--- config.mk ---
export PLATFORM = sky130hd
export DESIGN_NAME = fetch_queue
export DESIGN_NICKNAME = d
export VERILOG_FILES = /design/src/rtl/fetch_queue.sv
export SDC_FILE = /design/constraint.sdc
export NUM_CORES = 1
export LEC_CHECK = 0
export BUFFER_PORTS_ARGS = -buffer_cell sky130_fd_sc_hd__buf_2
export CAP_MARGIN = 30
export CORE_ASPECT_RATIO = 1.25
export CORE_MARGIN = 5
export CORE_UTILIZATION = 40
export CTS_CLUSTER_SIZE = 28
export DETAILED_ROUTE_END_ITERATION = 7
export PLACE_DENSITY = 0.63
export SYNTH_ARGS = -nofsm -noshare
export SYNTH_HDL_FRONTEND = slang
export SYNTH_SLANG_ARGS = --single-unit
--- constraint.sdc ---
create_clock -name clock -period 2.5 [get_ports clock]
set_input_delay 0.125 -clock clock [delete_from_list [all_inputs] [get_ports clock]]
set_output_delay 0.125 -clock clock [all_outputs]
set_load 0.01 [all_outputs]
--- src/rtl/fetch_queue.sv ---
// fetch_queue: instruction prefetch queue with credit-limited memory requests and redirect flush.
// All state advances on the falling clock edge to line up with the CPU pipeline registers.
module fetch_queue #(
    parameter int          DEPTH    = 4,
    parameter logic [15:0] RESET_PC = 16'h0000
) (
    input  logic        clock,
    input  logic        reset,
    output logic        imem_req,
    output logic [15:0] imem_addr,
    input  logic        imem_valid,
    input  logic [15:0] imem_rdata,
    input  logic        redirect,
    input  logic [15:0] redirect_pc,
    output logic        inst_valid,
    output logic [15:0] inst,
    output logic [15:0] inst_pc,
    output logic [15:0] inst_pcplus2,
    input  logic        inst_ready,
    output logic [3:0]  occupancy,
    output logic        resp_err
);
    localparam int AW = $clog2(DEPTH);
    localparam logic [3:0] DEPTH_W = 4'(DEPTH);

    logic [15:0]   fetch_pc;
    logic [1:0]    outstanding;
    logic [1:0]    discard_cnt;
    logic [15:0]   fl_pc [2];
    logic          fl_rd;
    logic          fl_wr;
    logic [15:0]   q_inst [DEPTH];
    logic [15:0]   q_pc [DEPTH];
    logic [AW-1:0] head;
    logic [AW-1:0] tail;
    logic [3:0]    count;
    logic          resp;
    logic          push;
    logic          pop;

    function automatic logic [AW-1:0] nxt(input logic [AW-1:0] p);
        return (p == AW'(DEPTH - 1)) ? '0 : p + 1'b1;
    endfunction

    // Credits cover both queued and in-flight words so a response always has a slot.
    always_comb begin
        imem_req     = !reset && !redirect && outstanding < 2'd2 && (count + {2'b0, outstanding}) < DEPTH_W;
        imem_addr    = fetch_pc;
        inst_valid   = !reset && count != 4'd0;
        occupancy    = reset ? 4'd0 : count;
        inst         = reset ? 16'h0000 : q_inst[head];
        inst_pc      = reset ? 16'h0000 : q_pc[head];
        inst_pcplus2 = reset ? 16'h0000 : q_pc[head] + 16'd2;
        resp         = imem_valid && outstanding != 2'd0;
        push         = resp && discard_cnt == 2'd0 && !redirect;
        pop          = inst_valid && inst_ready && !redirect;
    end

    always_ff @(negedge clock) begin
        if (reset) begin
            fetch_pc    <= RESET_PC;
            outstanding <= 2'd0;
            discard_cnt <= 2'd0;
            fl_rd       <= 1'b0;
            fl_wr       <= 1'b0;
            head        <= '0;
            tail        <= '0;
            count       <= 4'd0;
            resp_err    <= 1'b0;
        end else begin
            if (imem_valid && outstanding == 2'd0)
                resp_err <= 1'b1;
            if (resp)
                fl_rd <= !fl_rd;
            if (redirect) begin
                fetch_pc    <= redirect_pc;
                outstanding <= outstanding - {1'b0, resp};
                discard_cnt <= outstanding - {1'b0, resp};
                head        <= '0;
                tail        <= '0;
                count       <= 4'd0;
            end else begin
                if (imem_req) begin
                    fetch_pc     <= fetch_pc + 16'd2;
                    fl_pc[fl_wr] <= fetch_pc;
                    fl_wr        <= !fl_wr;
                end
                outstanding <= outstanding + {1'b0, imem_req} - {1'b0, resp};
                if (resp && discard_cnt != 2'd0)
                    discard_cnt <= discard_cnt - 2'd1;
                if (push) begin
                    q_inst[tail] <= imem_rdata;
                    q_pc[tail]   <= fl_pc[fl_rd];
                    tail         <= nxt(tail);
                end
                if (pop)
                    head <= nxt(head);
                count <= count + {3'b0, push} - {3'b0, pop};
            end
        end
    end
endmodule
# Word-level counts from Yosys, hierarchy flattened
# Memory sizes are Yosys's and may differ from the RTL's. A register that Yosys moved wholly into a read port is not among the register bits.
# Index checks and enable logic that the tools add are counted.
[word_totals] rom_bits=0 latchBits=0 regBits=31 inputBits=37 ramBits=160 out_inout_bits=71 mem_count=3
[classes] n_eq_ne=2 add_sub_neg=11 div_mod_pow=0 n_reduce_logical=24 shift=0 n_bitwise=1 mux=25 magnitude_cmp=2 mul=0
[mem_list] memory="q_inst" words=4 word_bits=16 read_ports=1 rd_clocked_by_memory_dff=1 wr=1 line_no="32" text="logic [15:0] q_inst [DEPTH];"
[mem_list] memory="q_pc" words=4 word_bits=16 read_ports=1 rd_clocked_by_memory_dff=1 wr=1 line_no="33" text="logic [15:0] q_pc [DEPTH];"
[mem_list] memory="fl_pc" words=2 word_bits=16 read_ports=1 rd_clocked_by_memory_dff=1 wr=1 line_no="29" text="logic [15:0] fl_pc [2];"
[op_table] cell="$mux 16" n=5
[op_table] cell="$add 16x2->16 const B" n=2
[op_table] cell="$mux 2" n=9
[op_table] cell="$logic_and 1x1->1" n=11
[op_table] cell="$mux 1" n=10
[op_table] cell="$reduce_bool 2->1" n=4
[op_table] cell="$add 2x1->2 const B" n=2
[op_table] cell="$add 4x1->4" n=1
[op_table] cell="$add 4x2->4" n=1
[op_table] cell="$eq 2x2->1 const B" n=2
[op_table] cell="$logic_not 1->1" n=4
[op_table] cell="$logic_not 2->1" n=2
[op_table] cell="$lt 4x3->1 const B" n=1
[op_table] cell="$mux 4" n=1
[op_table] cell="$reduce_bool 4->1" n=1
[op_table] cell="$sub 2x1->2" n=2
[op_table] cell="$sub 4x1->4" n=1
[op_table] cell="$add 2x1->2" n=1
[op_table] cell="$lt 2x2->1 const B" n=1
[op_table] cell="$reduce_and 2->1" n=1
[op_table] cell="$reduce_or 2->1" n=1
[op_table] cell="$sub 2x1->2 const B" n=1
[op_table] cell="$not 1->1" n=1

# Depth between registers and ports, before layout
# Gate-level depths: netlist of run 1.
[depth] ltp_word=8 depth_mapped=12 ltp_nobuf=12

==> results of run 1 <==
-- critical path: stages, from the launching register on --
cell and delay, ns:
dfxtp_2 0.31, buf_12 0.14, mux4_2 0.39, ha_4 0.17, nand2_4 0.05, or4_4 0.52, nor3_2 0.11, a21o_1 0.11
buf_2 0.12
-- state kept, by name (all words and copies together), names as in the netlist, named ones only --
register	count
resp_err	1
discard_cnt	2
count	4
outstanding	2
imem_addr	16
fl_wr	1
tail	2
head	2
q_inst	64
fl_rd	1
fl_pc	32
q_pc	64
-- worst min-delay path by stage --
stage,startpoint,endpoint,slack (ns),cells past startpoint
floorplan,reset,inst_pc[15],0.27,1
global placement,resp_err,resp_err,0.45,2
detailed placement,resp_err,resp_err,0.48,2
CTS,tail[1],tail[1],0.50,2
global route,imem_addr[2],fl_pc[1][2],0.52,0
finish,tail[1],tail[1],0.50,2
-- logic make-up after synthesis --
family / count (synthesis) / synth area share
compound gates: 31 / 0.02463
flops: 194 / 0.6666
mux: 56 / 0.1233
xor+xnor: 28 / 0.02980
buf+inv: 43 / 0.02524
fa+ha+maj: 17 / 0.02676
simple gates: 158 / 0.1037
-- metrics by stage --
step	power (mW)	utilization	setup WS [ns]	instances	hold slack (ns)
2_1_floorplan	4.974	-	-0.8647	527	0.2745
3_3_place_gp	5.337	0.4877	-0.8970	941	0.4480
3_5_place_dp	5.379	0.4877	-0.8961	941	0.4806
4_1_cts	9.147	0.5689	-1.308	1174	0.4978
5_1_grt	9.661	0.5748	-1.340	1178	0.5156
6_report	9.006	0.5748	-1.276	1178	0.4968
-- power breakdown --
part           switching, mW  internal, mW
clock                   2.16          1.90
sequential             0.114          3.75
combinational          0.556         0.524
-- cells in the final DEF (no fill, tap or decap), types with 5 or more instances in the layout --
master and n:
a211oi_1 12, a21oi_1 7, and2_4 5, buf_12 14, buf_2 97, buf_4 44, buf_6 24, clkbuf_16 17
dfxtp_1 17, dfxtp_2 16, edfxtp_1 160, ha_1 9, ha_4 7, inv_1 201, inv_12 5, mux2_2 19
mux4_2 30, nand2_1 18, nand3_1 10, nand4_1 5, nor2_1 41, nor2_4 6, nor2b_1 22, nor2b_4 11
xnor2_1 15, xor2_1 12
-- final cells by class --
type / instances / area, µm² / share of cell area
multi-input cells: 290 / 2872 / 0.2476
well taps: 270 / 337.8 / 0.02913
flip-flops and latches: 194 / 5509 / 0.4751
clock buffers: 17 / 425.4 / 0.03669
repair buffers: 181 / 1414 / 0.1219
clock inverters: 209 / 942.2 / 0.08125
inverters: 17 / 96.34 / 0.008308
-- what timing repair did --
| item | 4_1_cts | 5_1_grt |
|---|---|---|
| setup endpoints to repair | 57 | 63 |
| cloned | 1 | 0 |
| pin swaps | 8 | 9 |
| buffers inserted | 7 | 6 |
| gates resized for setup | 53 | 35 |
-- per-layer routing --
layer | vias up | GRT usage | part of all wire
met5 | - | 0 | 0
met4 | 0 | 0.08681 | 0.014
met3 | 22 | 0.06380 | 0.050
met2 | 156 | 0.2642 | 0.52
met1 | 2761 | 0.1722 | 0.41
li1 | 2716 | - | -
==> flow_metrics.tcl, run 1 <==
set metrics [dict create \
    hold_viol 0 \
    report.final.slew_viol_count 0 \
    worstSetupEndpoint "inst_pcplus2[15]" \
    stdcell_area_mm2 0.01160 \
    cp_max_fo 10 \
    hp-class "reg -> reg" \
    grt_pass1_wl_mm 29.61 \
    worst_slew_pin_slew_ns 0.7231 \
    reg2reg_depth 8 \
    antenna_found_initial 0 \
    drcViolationCount 0 \
    grt_max_degree 50 \
    detail-route-antenna-nets 0 \
    ys.flop_type "edfxtp_1" \
    synth_area_leaders "edfxtp_1 (58%), dfxtp_1 (8.3%), mux4_2 (6.6%)" \
    p_leak_nw 4.970 \
    core_mm2 0.02017 \
    grt_pass1_vias 6384 \
    gp_congestion 0.7942 \
    cts_buffer_depth 2 \
    num_vias 5655 \
    die_area_mm2 0.02356 \
    start_util 0.4079 \
    outcome "finished, violations left" \
    synth.distinct_cells 48 \
    h-tree-depth 4 \
    syn_to_final_growth_pct 40.92 \
    cap_violations 0 \
    yosysMostFrequentCell "edfxtp_1" \
    synth_top_area_cell "edfxtp_1" \
    boundaryPins 108 \
    synth_edf_count 160 \
    syn_avg_cell_area_um2 15.62 \
    dieWidth_um 138.3 \
    cp.required_ns 2.38 \
    startpoint_type "register" \
    clk_latency_ns 0.48 \
    fillerInstances 1648 \
    cts_inserted_buffers 17 \
    overflow 0 \
    wl_mm 17.99 \
    violations "setup timing" \
    cts_root_buffer "clkbuf_16" \
    synth_common_cells "edfxtp_1 (160), nor2_1 (49), nor2b_1 (35)" \
    clk_pin_slew_ns 0.04 \
    arrival_ns 3.65 \
    setup_viol 53 \
    n_antenna_cell 0 \
    io_buffers 107 \
    vdd_drop_max_v 0.0005118 \
    cts_hold_buf 0 \
    pwr_density_cell_mw_per_mm2 776.6 \
    worstSetupPathType "reg -> out" \
    cts_tree "built" \
    finClkSkew_ns 0.02911 \
    core.rowCount 58 \
    netlist.area_leader.share 0.5839 \
    track_usage 0.1579 \
    drive_gt1_frac 0.3811 \
    synthArstFlopShare 0 \
    crit_path_end_kind "primary output" \
    cts_num_sinks 194 \
    reg2reg_from "outstanding[1]" \
    fin_tns_setup_ns -48.30 \
    rsz0062_at_grt "yes" \
    wl_per_cell_um 15.27 \
    synth_area_mm2 0.008229 \
    dpl.hpwl_mm 11.82 \
    seq_area_frac_synth 0.6666 \
    timing.final.ws_setup_ns -1.276 \
    placed_cell_area_mm2 0.009838 \
    drtPass1Iterations 4 \
    nets 949 \
    r2r_end "imem_addr[2]" \
    viasPerCell 4.801 \
    syn-instance-count 527 \
    drt_iter0_markers 197 \
    r2r_slack_ns 0.42 \
    synth_nets 581 \
    relSlewSlack 0.5179 \
    die_y_um 170.4 \
    ys_ff_latch 194 \
    synth_warnings 0 \
]
No activity file was read; power rests on OpenSTA's default activity.
==> run 2: changes to the inputs <==
--- a/config.mk
+++ b/config.mk
@@ -10,9 +10,11 @@
 export CORE_ASPECT_RATIO = 1.25
 export CORE_MARGIN = 5
 export CORE_UTILIZATION = 40
+export CTS_BUF_LIST = sky130_fd_sc_hd__clkbuf_16
 export CTS_CLUSTER_SIZE = 28
 export DETAILED_ROUTE_END_ITERATION = 7
 export PLACE_DENSITY = 0.63
+export REMOVE_ABC_BUFFERS = 1
 export SYNTH_ARGS = -nofsm -noshare
 export SYNTH_HDL_FRONTEND = slang
 export SYNTH_SLANG_ARGS = --single-unit
==> run 2 against run 1 <==
The run still ends with setup timing left. Register-to-register slack better by 0.02 ns. Sequential cell count unchanged. Non-clock buffer count is the same. Setup slack worse by 0.0071 ns. Clock skew is 0.0019 ns lower. Global-route usage decreased by 0.49 points. Critical endpoint unchanged. Highest routed layer unchanged.
==> flow_metrics.tcl, run 2 (synthesis gave the netlist of run 1 again) <==
set metrics [dict create \
    outcome "finished, violations left" \
    violations "setup timing" \
    multi_input_area_mm2 0.002693 \
    path_cells "buf_12, mux4_2, nand4_4, or4_4, nor3_2, a21o_1, buf_2" \
    slowest_delay_ns 0.57 \
    arrival_ns 3.66 \
    worst-path-buf-inv 2 \
    grt_pass1_wl_mm 28.94 \
    die_y_um 170.4 \
    drtPass1Iterations 4 \
    reg_top3 "q_inst (64), q_pc (64), fl_pc (32)" \
    ff_latch_area_mm2 0.005509 \
    hold_depth 2 \
    io_buffers 107 \
    report.final.slew_viol_count 0 \
    grt_pass1_vias 6309 \
    cts_root_buffer "clkbuf_16" \
    fin_tns_setup_ns -47.12 \
    layout_common_cells "inv_1 (202), edfxtp_1 (160), buf_2 (103)" \
    num_vias 5554 \
    grt_max_degree 77 \
    cp.depth 7 \
    nets 949 \
    relSlewSlack 0.4459 \
    cp_top_family "simple AND/OR/NAND/NOR gates" \
    drcViolationCount 0 \
    hp-class "reg -> reg" \
    drt_iter0_markers 195 \
    rsz0062_at_grt "yes" \
    antenna_found_initial 0 \
    clk_pin_slew_ns 0.04 \
    setup_viol 55 \
    start_util 0.4079 \
    detail-route-antenna-nets 0 \
    wl_mm 17.91 \
    startpoint_type "register" \
    final_common_cell "inv_1" \
    cts_hold_buf 0 \
    overflow 0 \
    cp.required_ns 2.38 \
    pwr_density_cell_mw_per_mm2 781.3 \
    cpMaxStageDelayCell "or4_4" \
    timing.final.ws_setup_ns -1.283 \
    hold_viol 0 \
    cp_max_fo 6 \
    dieWidth_um 138.3 \
    syn_to_final_growth_pct 37.75 \
    core_mm2 0.02017 \
    wl_per_cell_um 15.20 \
    finClkSkew_ns 0.02724 \
    cts_inserted_buffers 17 \
    track_usage 0.1530 \
    cts_num_sinks 194 \
    die_area_mm2 0.02356 \
    drive_gt1_frac 0.3568 \
    r2r_slack_ns 0.44 \
    h-tree-depth 4 \
    dpl_worst_slack_ns -0.8476 \
    worstSetupPathType "reg -> out" \
    cts_tree "built" \
    reg2reg_depth 11 \
    viasPerCell 4.715 \
    n_antenna_cell 0 \
    gp_congestion 0.8479 \
    clk_latency_ns 0.48 \
    core.rowCount 58 \
    crit_path_end_kind "primary output" \
    worst_slew_pin_slew_ns 0.8311 \
    fillerInstances 1710 \
    p_leak_nw 4.915 \
    vdd_drop_max_v 0.0005209 \
    cap_violations 0 \
    cts_buffer_depth 2 \
    boundaryPins 108 \
    dpl.hpwl_mm 11.82 \
]
run 2: path summary, 6_finish.rpt:
| kind | from | endpoint |
|---|---|---|
| worst max-delay path | register | inst_pcplus2[15] |
| worst min register to register | resp_err | resp_err |
| worst max register to register | count[3] | count[1] |
| worst min-delay path | resp_err | resp_err |
run 2: tightest hold or removal path, delay by kind of cell, from the launching register on:
| kind | cells | cell delay (ns) |
|---|---|---|
| AO/OA/AOI/OAI | 1 | 0.04 |
| flip-flops | 1 | 0.31 |
| AND/OR/NAND/NOR | 1 | 0.07 |
run 2: cell type report:
class,instances,area share
Clock buffer,17,0.03753
Clock inverter,209,0.08201
Inverter,17,0.006291
Multi-Input combinational cell,290,0.2375
Sequential cell,194,0.4860
Tap cell,270,0.02980
Timing Repair Buffer,181,0.1209
run 2: timing repair:
item,in CTS,in global routing
gates resized for setup,43,64
pin swaps,6,14
cloned,0,1
setup buffers,6,7
setup endpoints to repair,59,196
run 2: per-stage QoR:
step                      area [µm²]  total power [mW]  std cells  hold WS (ns)  utilization
after floorplan                 8089             4.858        502        0.2929            -
after global placement          9580             5.229        942        0.4498       0.4749
after detailed placement        9580             5.267        942        0.4597       0.4749
after CTS                      11040             8.965       1173        0.4672       0.5473
after global routing           11340             9.543       1178        0.5029       0.5619
final                          11340             8.857       1178        0.4625       0.5619
run 2: power by group:
part | internal [mW] | switching [mW] | total (mW) | leakage [nW]
logic | 0.474 | 0.516 | 0.990 | 1.83
registers | 3.75 | 0.109 | 3.86 | 1.74
clock network | 1.95 | 2.06 | 4.01 | 1.34
total | 6.17 | 2.69 | 8.86 | 4.92
run 2: metal layers:
layer,vias up,part of all wire,track usage
met5,-,0,0
met4,0,0.015,0.09325
met3,19,0.035,0.05256
met2,131,0.56,0.2734
met1,2695,0.39,0.1538
li1,2709,-,-
